`src/rtl/bus_initiator_if.sv`:
```
// ---------------------------------------------------------------------------
// bus_initiator_if
// Groups the command, response and system-bus signals of bus_initiator.
//
// Signals:
//   cmd_valid/cmd_ready    command handshake
//   cmd_write              1 = write, 0 = read
//   cmd_addr/cmd_wdata     byte address and write data
//   cmd_wstrb              byte-lane enables for writes
//   rsp_valid/rsp_ready    response handshake
//   rsp_rdata/rsp_err      read data and error flag
//   bus_we/bus_re          bus write strobes / read request
//   bus_addr/bus_wr_data   bus address and write data
//   bus_rd_data            ORed read data from all responders
//   bus_rd_ack/bus_wr_ack  responder acknowledges
//
// Modports:
//   master  the initiator side (bus_initiator)
//   slave   the command source, response sink and bus responders
// ---------------------------------------------------------------------------
interface bus_initiator_if;

   logic        cmd_valid;
   logic        cmd_ready;
   logic        cmd_write;
   logic [31:0] cmd_addr;
   logic [31:0] cmd_wdata;
   logic [3:0]  cmd_wstrb;

   logic        rsp_valid;
   logic        rsp_ready;
   logic [31:0] rsp_rdata;
   logic        rsp_err;

   logic [3:0]  bus_we;
   logic        bus_re;
   logic [31:0] bus_addr;
   logic [31:0] bus_wr_data;
   logic [31:0] bus_rd_data;
   logic        bus_rd_ack;
   logic        bus_wr_ack;

   modport master (
      input  cmd_valid, cmd_write, cmd_addr, cmd_wdata, cmd_wstrb,
      output cmd_ready,
      output rsp_valid, rsp_rdata, rsp_err,
      input  rsp_ready,
      output bus_we, bus_re, bus_addr, bus_wr_data,
      input  bus_rd_data, bus_rd_ack, bus_wr_ack
   );

   modport slave (
      output cmd_valid, cmd_write, cmd_addr, cmd_wdata, cmd_wstrb,
      input  cmd_ready,
      input  rsp_valid, rsp_rdata, rsp_err,
      output rsp_ready,
      input  bus_we, bus_re, bus_addr, bus_wr_data,
      output bus_rd_data, bus_rd_ack, bus_wr_ack
   );

endinterface

```
`src/rtl/bus_initiator.sv`:
```
// ---------------------------------------------------------------------------
// bus_initiator
// Turns one command at a time into a single system-bus read or write, waits
// for the responder's ack (or gives up after TIMEOUT cycles) and returns a
// response. Writes with no byte lanes enabled are rejected without touching
// the bus.
//
// Parameters:
//   TIMEOUT  bus cycles allowed for an ack before the access is abandoned
//            (1..65535)
//
// Ports:
//   clk      single clock for all logic
//   reset_l  asynchronous, active-low reset
//   bus      bus_initiator_if.master: command, response and bus signals
// ---------------------------------------------------------------------------
module bus_initiator #(
   parameter int unsigned TIMEOUT = 255
) (
   input logic             clk,
   input logic             reset_l,
   bus_initiator_if.master bus
);

   typedef enum logic [1:0] {
      IDLE = 2'd0,
      REQ  = 2'd1,
      RSP  = 2'd2
   } state_t;

   localparam logic [15:0] LAST_WAIT = 16'(TIMEOUT - 1);

   state_t      state;
   state_t      next_state;
   logic        out_of_reset;
   logic [15:0] wait_cnt;

   logic        accept;
   logic        start_bus;
   logic        bad_cmd;
   logic        got_ack;
   logic        timed_out;

   // cmd_ready must stay low while reset is held and only rise on the first
   // clock after release, so IDLE alone is not enough to advertise readiness.
   assign bus.cmd_ready = out_of_reset && (state == IDLE);
   assign bus.rsp_valid = (state == RSP);

   // Tracks whether at least one clock edge has passed since reset released.
   always_ff @(posedge clk or negedge reset_l) begin
      if (!reset_l) begin
         out_of_reset <= 1'b0;
      end else begin
         out_of_reset <= 1'b1;
      end
   end

   // State register.
   always_ff @(posedge clk or negedge reset_l) begin
      if (!reset_l) begin
         state <= IDLE;
      end else begin
         state <= next_state;
      end
   end

   // Next-state and per-cycle event decode. Acks only count in REQ, and an
   // ack on the final wait cycle beats the timeout.
   always_comb begin
      next_state = state;
      start_bus  = 1'b0;
      bad_cmd    = 1'b0;
      got_ack    = 1'b0;
      timed_out  = 1'b0;
      accept     = bus.cmd_valid && bus.cmd_ready;
      case (state)
         IDLE: begin
            if (accept) begin
               if (bus.cmd_write && (bus.cmd_wstrb == 4'h0)) begin
                  bad_cmd    = 1'b1;
                  next_state = RSP;
               end else begin
                  start_bus  = 1'b1;
                  next_state = REQ;
               end
            end
         end
         REQ: begin
            got_ack   = bus.bus_rd_ack || bus.bus_wr_ack;
            timed_out = !got_ack && (wait_cnt == LAST_WAIT);
            if (got_ack || timed_out) begin
               next_state = RSP;
            end
         end
         RSP: begin
            if (bus.rsp_ready) begin
               next_state = IDLE;
            end
         end
         default: begin
            next_state = IDLE;
         end
      endcase
   end

   // Bus request registers. Address and write data are only reloaded when a
   // new access starts (write data only for writes) so they do not toggle
   // while the bus is idle.
   always_ff @(posedge clk or negedge reset_l) begin
      if (!reset_l) begin
         bus.bus_re      <= 1'b0;
         bus.bus_we      <= 4'h0;
         bus.bus_addr    <= 32'h0;
         bus.bus_wr_data <= 32'h0;
      end else if (start_bus) begin
         bus.bus_addr <= bus.cmd_addr;
         bus.bus_re   <= !bus.cmd_write;
         bus.bus_we   <= bus.cmd_write ? bus.cmd_wstrb : 4'h0;
         if (bus.cmd_write) begin
            bus.bus_wr_data <= bus.cmd_wdata;
         end
      end else if (got_ack || timed_out) begin
         bus.bus_re <= 1'b0;
         bus.bus_we <= 4'h0;
      end
   end

   // Wait counter: zero on the first REQ cycle, counts REQ cycles without ack.
   always_ff @(posedge clk or negedge reset_l) begin
      if (!reset_l) begin
         wait_cnt <= 16'h0;
      end else if (start_bus) begin
         wait_cnt <= 16'h0;
      end else if ((state == REQ) && !got_ack) begin
         wait_cnt <= wait_cnt + 16'd1;
      end
   end

   // Response registers, loaded only when leaving IDLE/REQ for RSP and held
   // until the next response is produced.
   always_ff @(posedge clk or negedge reset_l) begin
      if (!reset_l) begin
         bus.rsp_rdata <= 32'h0;
         bus.rsp_err   <= 1'b0;
      end else if (bad_cmd || timed_out) begin
         bus.rsp_rdata <= 32'h0;
         bus.rsp_err   <= 1'b1;
      end else if (got_ack) begin
         bus.rsp_rdata <= bus.bus_re ? bus.bus_rd_data : 32'h0;
         bus.rsp_err   <= 1'b0;
      end
   end

endmodule

```
`src/flat_wrapper.sv`:
```
// flat-port wrapper written by rule: the top's interface ports become plain ports
module bus_initiator_flat 
#(
   parameter int unsigned TIMEOUT = 255
)
  (clk, reset_l, bus_cmd_valid, bus_cmd_write, bus_cmd_addr, bus_cmd_wdata, bus_cmd_wstrb, bus_cmd_ready, bus_rsp_valid, bus_rsp_rdata, bus_rsp_err, bus_rsp_ready, bus_bus_we, bus_bus_re, bus_bus_addr, bus_bus_wr_data, bus_bus_rd_data, bus_bus_rd_ack, bus_bus_wr_ack);
  bus_initiator_if bus_i ();
  input logic clk;
  input logic reset_l;
  input wire logic [$bits(bus_i.cmd_valid)-1:0] bus_cmd_valid;
  input wire logic [$bits(bus_i.cmd_write)-1:0] bus_cmd_write;
  input wire logic [$bits(bus_i.cmd_addr)-1:0] bus_cmd_addr;
  input wire logic [$bits(bus_i.cmd_wdata)-1:0] bus_cmd_wdata;
  input wire logic [$bits(bus_i.cmd_wstrb)-1:0] bus_cmd_wstrb;
  output wire logic [$bits(bus_i.cmd_ready)-1:0] bus_cmd_ready;
  output wire logic [$bits(bus_i.rsp_valid)-1:0] bus_rsp_valid;
  output wire logic [$bits(bus_i.rsp_rdata)-1:0] bus_rsp_rdata;
  output wire logic [$bits(bus_i.rsp_err)-1:0] bus_rsp_err;
  input wire logic [$bits(bus_i.rsp_ready)-1:0] bus_rsp_ready;
  output wire logic [$bits(bus_i.bus_we)-1:0] bus_bus_we;
  output wire logic [$bits(bus_i.bus_re)-1:0] bus_bus_re;
  output wire logic [$bits(bus_i.bus_addr)-1:0] bus_bus_addr;
  output wire logic [$bits(bus_i.bus_wr_data)-1:0] bus_bus_wr_data;
  input wire logic [$bits(bus_i.bus_rd_data)-1:0] bus_bus_rd_data;
  input wire logic [$bits(bus_i.bus_rd_ack)-1:0] bus_bus_rd_ack;
  input wire logic [$bits(bus_i.bus_wr_ack)-1:0] bus_bus_wr_ack;
  assign bus_i.cmd_valid = bus_cmd_valid;
  assign bus_i.cmd_write = bus_cmd_write;
  assign bus_i.cmd_addr = bus_cmd_addr;
  assign bus_i.cmd_wdata = bus_cmd_wdata;
  assign bus_i.cmd_wstrb = bus_cmd_wstrb;
  assign bus_cmd_ready = bus_i.cmd_ready;
  assign bus_rsp_valid = bus_i.rsp_valid;
  assign bus_rsp_rdata = bus_i.rsp_rdata;
  assign bus_rsp_err = bus_i.rsp_err;
  assign bus_i.rsp_ready = bus_rsp_ready;
  assign bus_bus_we = bus_i.bus_we;
  assign bus_bus_re = bus_i.bus_re;
  assign bus_bus_addr = bus_i.bus_addr;
  assign bus_bus_wr_data = bus_i.bus_wr_data;
  assign bus_i.bus_rd_data = bus_bus_rd_data;
  assign bus_i.bus_rd_ack = bus_bus_rd_ack;
  assign bus_i.bus_wr_ack = bus_bus_wr_ack;
  bus_initiator #(.TIMEOUT(TIMEOUT)) u_core (.clk(clk), .reset_l(reset_l), .bus(bus_i));
endmodule
```
`config.mk`:
```
export PLATFORM = sky130hd
export DESIGN_NAME = bus_initiator_flat
export DESIGN_NICKNAME = d
export VERILOG_FILES = /design/src/rtl/bus_initiator_if.sv /design/src/rtl/bus_initiator.sv /design/src/flat_wrapper.sv
export SDC_FILE = /design/constraint.sdc
export NUM_CORES = 1
export LEC_CHECK = 0
export CORE_MARGIN = 5
export CORE_UTILIZATION = 35
export DETAILED_ROUTE_END_ITERATION = 12
export PLACE_DENSITY = 0.69
export SYNTH_ARGS = -nofsm -noshare
export SYNTH_HDL_FRONTEND = slang
export SYNTH_SLANG_ARGS = --single-unit
```
`constraint.sdc`:
```
create_clock -name clk -period 2.1 [get_ports clk]
set_input_delay 0.42 -clock clk [delete_from_list [all_inputs] [get_ports clk]]
set_output_delay 0.42 -clock clk [all_outputs]
set_load 0.03 [all_outputs]
```
### Word-level counts from Yosys, hierarchy flattened

Index checks and enable logic that the tools add are counted.
W data, S select, Z words.

* bits in registers: 121
* output and inout port bits: 104
* word-level logic and storage cells: 60

* $add $sub $neg: 1
* equal/unequal tests: 6
* mux-type cells: 25
* reductions and logical operators: 19

Operator list (number)
* $mux W32: 3
* $mux W16: 2
* $add A16 B1 Y16 const B: 1
* $eq A16 B8 Y1 const B: 1
* $mux W1: 12
* $mux W4: 3
* $mux W2: 4
* $ne A2 B1 Y1 const B: 3
* $pmux W2 S3: 1
* $reduce_bool A2 Y1: 3
* $logic_and A1 B1 Y1: 5
* $logic_not A4 Y1: 1
* $logic_or A1 B1 Y1: 4
* $logic_not A1 Y1: 3
* $reduce_and A3 Y1: 1
* $eq A2 B1 Y1 const B: 1
* $eq A2 B2 Y1 const B: 1
* $logic_not A2 Y1: 1
* $reduce_and A2 Y1: 1

### Logic depth before layout (Yosys ltp)

* depth after elaboration: 7
* mapped depth: 7
* depth with buffers taken out: 6

### Worst setup path after synthesis

No wires, ideal clock.

* path type: input -> register
* start point: input bus_bus_wr_ack
* end point: register u_core.wait_cnt[14]
* library setup time: 78 ps
* data arrival time: 2063 ps
* required time: 2022 ps
* slack: -41 ps
* cell stages on the path: 5
* path buffers: 1
* cell sequence: or4b_1 > buf_2 > or3_4 > or4_1 > a21oi_1

* cells in the longest elaborated chain, start to end: 5

Ends and longest elaborated chain
* start: declaration: RTL line flat_wrapper.sv:26 `input wire logic [$bits(bus_i.bus_wr_ack)-1:0] bus_bus_wr_ack;`
* $logic_or A1 B1 Y1: RTL line bus_initiator.sv:89 `got_ack = bus.bus_rd_ack || bus.bus_wr_ack;`
* $mux W1: RTL line bus_initiator.sv:76 `case (state)`
* $logic_not A1 Y1: RTL line bus_initiator.sv:134 `end else if ((state == REQ) && !got_ack) begin`
* $logic_and A1 B1 Y1: RTL line bus_initiator.sv:134
* $reduce_bool A2 Y1 (no source line)
* end signal: assignment: RTL line bus_initiator.sv:135 `wait_cnt <= wait_cnt + 16'd1;`
* end: declaration: RTL line bus_initiator.sv:36 `logic [15:0] wait_cnt;`

Every way passes these cells.
A chain may end at the register's enable or synchronous reset.

### Worst setup path after layout

Ends and elaborated chain as after synthesis.

==> flow_summary.yaml <==
yosys:
  syn-num-nets: 538
  synth_seq_area_share_pct: 62.73
  yosys.cell_types.count: 40
  synthArstFlopShare_pct: 100.0
  postSynthAreaPerCell_sq_um: 11.25
  ys_warn_count: 0
  synthCells: 429
  synth.ff_latch_count: 121
  synth_edf_count: 0
  syn_area_sq_mm: 0.004827
  synth_ff_type: "dfrtp_1"
final_layout:
  fin_nets: 774
  fin_util_pct: 58.54
  syn_to_final_growth_pct: 66.38
  mostFrequentLayoutCells: "clkdlybuf4s50_1, dfrtp_1, nand2_1"
  num_antenna_cells: 0
  final_layout_size_suffix_gt1_share_pct: 15.04
  stdcell_area_sq_mm: 0.008031
  final_common_cell: "clkdlybuf4s50_1"
  instances_no_fill: 858
clock_network:
  ctsRootBufferMaster: "clkbuf_16"
  cts_buffer_depth: 2
  post-cts-setup-buffers: 0
  cts.sink_count: 121
  worstSkewPairLatency_ps: 410
  cts_tree: "done"
  clk_pin_slew_ps: 50
  cts_buffers: 17
  cts_htree_levels: 4
detailed_routing:
  wl_microns: 14050
  drt_iter0_drc: 203
  vias_per_cell: 4.832
  vias: 4146
  wire_per_inst_microns: 16.38
  drcViolationCount: 0
  ant_nets: 0
  dr.pass1.iters: 4
floorplanning:
  row_count: 43
  die_x_microns: 127.4
  ios: 211
  core-area_sq_mm: 0.01372
  die-area_sq_mm: 0.01624
  initial_core_util_pct: 35.18
  die_y_microns: 127.4
placed_design:
  pre_cts_ws_ps: -442.7
  gp_congestion: 0.8296
  dp_hpwl_microns: 10110
  numPortBuffers: 210
  place_area_sq_mm: 0.007395
  dp_cells: 826
critical_path:
  crit_path_start_kind: "primary input"
  reg2reg_to: "u_core.wait_cnt[14]"
  crit_fanout: 3
  critical_path_class: "primary input to flip-flop"
  r2r_setup_slack_ps: 40
  crit-reg2reg-launch: "u_core.state[1]"
  critPathCaptureType: "flip-flop"
  cp_data_arrival_time_ps: 2430
  reg2reg_depth: 4
  critical_path_required_ps: 2430
job:
  drv_cap: 0
sta:
  setup_violations: 1
  skew_ps: 6.657
  tightest_slew_ps: 631.7
  fmax_mhz: 475.3
  rsz0062_at_grt: "yes"
  fin_setup_tns_ps: -3.816
  report.final.slew_viol_count: 0
  min_period_ps: 2104
  min_period_over_period_pct: 100.2
  worst_slack_ps: -3.816
  hold_viol_final: 0
  slew_headroom_pct: 57.89
global_routing:
  grt_max_degree: 122
  antenna_found_initial: 0
  grt_pass1_vias: 4505
  grt-ovfl-total: 0
  track_usage_pct: 17.61
  grt_pass1_wl_microns: 22570
outcome:
  status: "complete, but fails checks"
  violations: "negative setup slack"
worst_hold_path:
  hold_class: "primary input to async pin"
power_and_ir_drop:
  powerDensity_mw_per_mm2: 1247
  peakVddDrop_v: 0.0005975
  p_leak_nw: 3.546
==> worst max path at each step <==
stage,start,to,slack [ps],cells after the start
4_1_cts,bus_bus_wr_ack,u_core.wait_cnt[11],30,6
3_3_place_gp,bus_bus_wr_ack,u_core.wait_cnt[15],-410,5
6_report,bus_bus_wr_ack,u_core.wait_cnt[14],-4,5
5_1_grt,bus_bus_wr_ack,u_core.wait_cnt[11],-9,6
2_1_floorplan,bus_bus_wr_ack,u_core.wait_cnt[14],-40,5
3_5_place_dp,bus_bus_wr_ack,u_core.wait_cnt[15],-440,5
==> area by class of cell <==
cell class              count  area, sq um
clock buffers              24        481.7
clock inverters             8        117.6
fillers                  1120         5688
inverters                   5        18.77
multi-input cells         280         1750
flip-flops and latches    121         3028
well taps                 180        225.2
repair buffers            240         2410
==> per-layer routing <==
| metal | up-vias | global-route usage [%] | part of all wire, % |
|---|---|---|---|
| met4 | 0 | 8.580 | 3.0 |
| met3 | 32 | 5.978 | 7.4 |
| met5 | - | 0 | 0 |
| met1 | 1998 | 20.89 | 40 |
| met2 | 162 | 28.65 | 50 |
| li1 | 1954 | - | - |
==> cell usage after synthesis, drive strengths merged, types with 2 or more instances <==
cell type / count / area [sq um]
o31ai: 4 / 30.03
nor4b: 2 / 17.52
dfrtp: 121 / 3028
a22o: 21 / 183.9
nor2: 14 / 52.55
xnor2: 7 / 61.31
nand3: 4 / 20.02
xor2: 2 / 17.52
nor3: 3 / 15.01
or3: 6 / 42.54
nor3b: 3 / 22.52
mux2: 32 / 360.3
nand2: 116 / 435.4
clkbuf: 17 / 63.81
inv: 5 / 18.77
ha: 2 / 25.02
o21ai: 14 / 70.07
or2: 2 / 12.51
nor4: 4 / 25.02
nand4: 5 / 31.28
a32o: 4 / 40.04
or4: 3 / 22.52
buf: 6 / 28.77
a21oi: 19 / 95.09
==> metrics by stage <==
| step | hold slack (ps) | power [mW] |
|---|---|---|
| floorplan | 124.4 | 5.252 |
| global placement | 457.3 | 7.080 |
| detailed placement | 461.9 | 7.145 |
| CTS | 131.0 | 10.14 |
| global route | 164.4 | 10.47 |
| finish | 103.8 | 10.01 |
==> kinds of logic (layout without fill, tap and decap cells) <==
logic type / Yosys count / count (layout) / synth area share (%)
AND/OR/NAND/NOR: 168 / 168 / 15.53
flip-flops: 121 / 121 / 62.73
AO/OA/AOI/OAI: 68 / 68 / 9.746
multiplexers: 32 / 32 / 7.465
buffers and inverters: 28 / 277 / 2.307
XOR/XNOR: 9 / 9 / 1.633
adder cells (fa/ha/maj): 2 / 2 / 0.5183
other: 1 / 1 / 0.07769
==> sequential cells by signal (all words and copies together) (netlist names) <==
| signal | count |
|---|---|
| u_core.bus.bus_we | 4 |
| u_core.bus.bus_wr_data | 32 |
| u_core.state | 2 |
| u_core.bus.rsp_err | 1 |
| u_core.bus.rsp_rdata | 32 |
| u_core.bus.bus_addr | 32 |
| u_core.bus.bus_re | 1 |
| u_core.out_of_reset | 1 |
| u_core.wait_cnt | 16 |
==> critical path: stages <==
cell	delay [ps]
clkdlybuf4s50_1	440
or4b_4	550
or3_4	380
or4_1	480
a21oi_1	170
==> where the power goes <==
group,switching (mW),leakage [nW],total (mW),internal [mW]
Sequential,0.345,1.55,3.32,2.97
Clock,0.983,0.294,2.93,1.95
Combinational,2.07,1.70,3.76,1.70
==> what timing repair did <==
| action | 4_1_cts | 5_1_grt |
|---|---|---|
| cloned | 0 | 0 |
| hold buffers | 0 | 0 |
| endpoints found under the setup margin | 7 | 6 |
| resized for setup | 4 | 6 |
No activity file was read; power rests on OpenSTA's default activity.
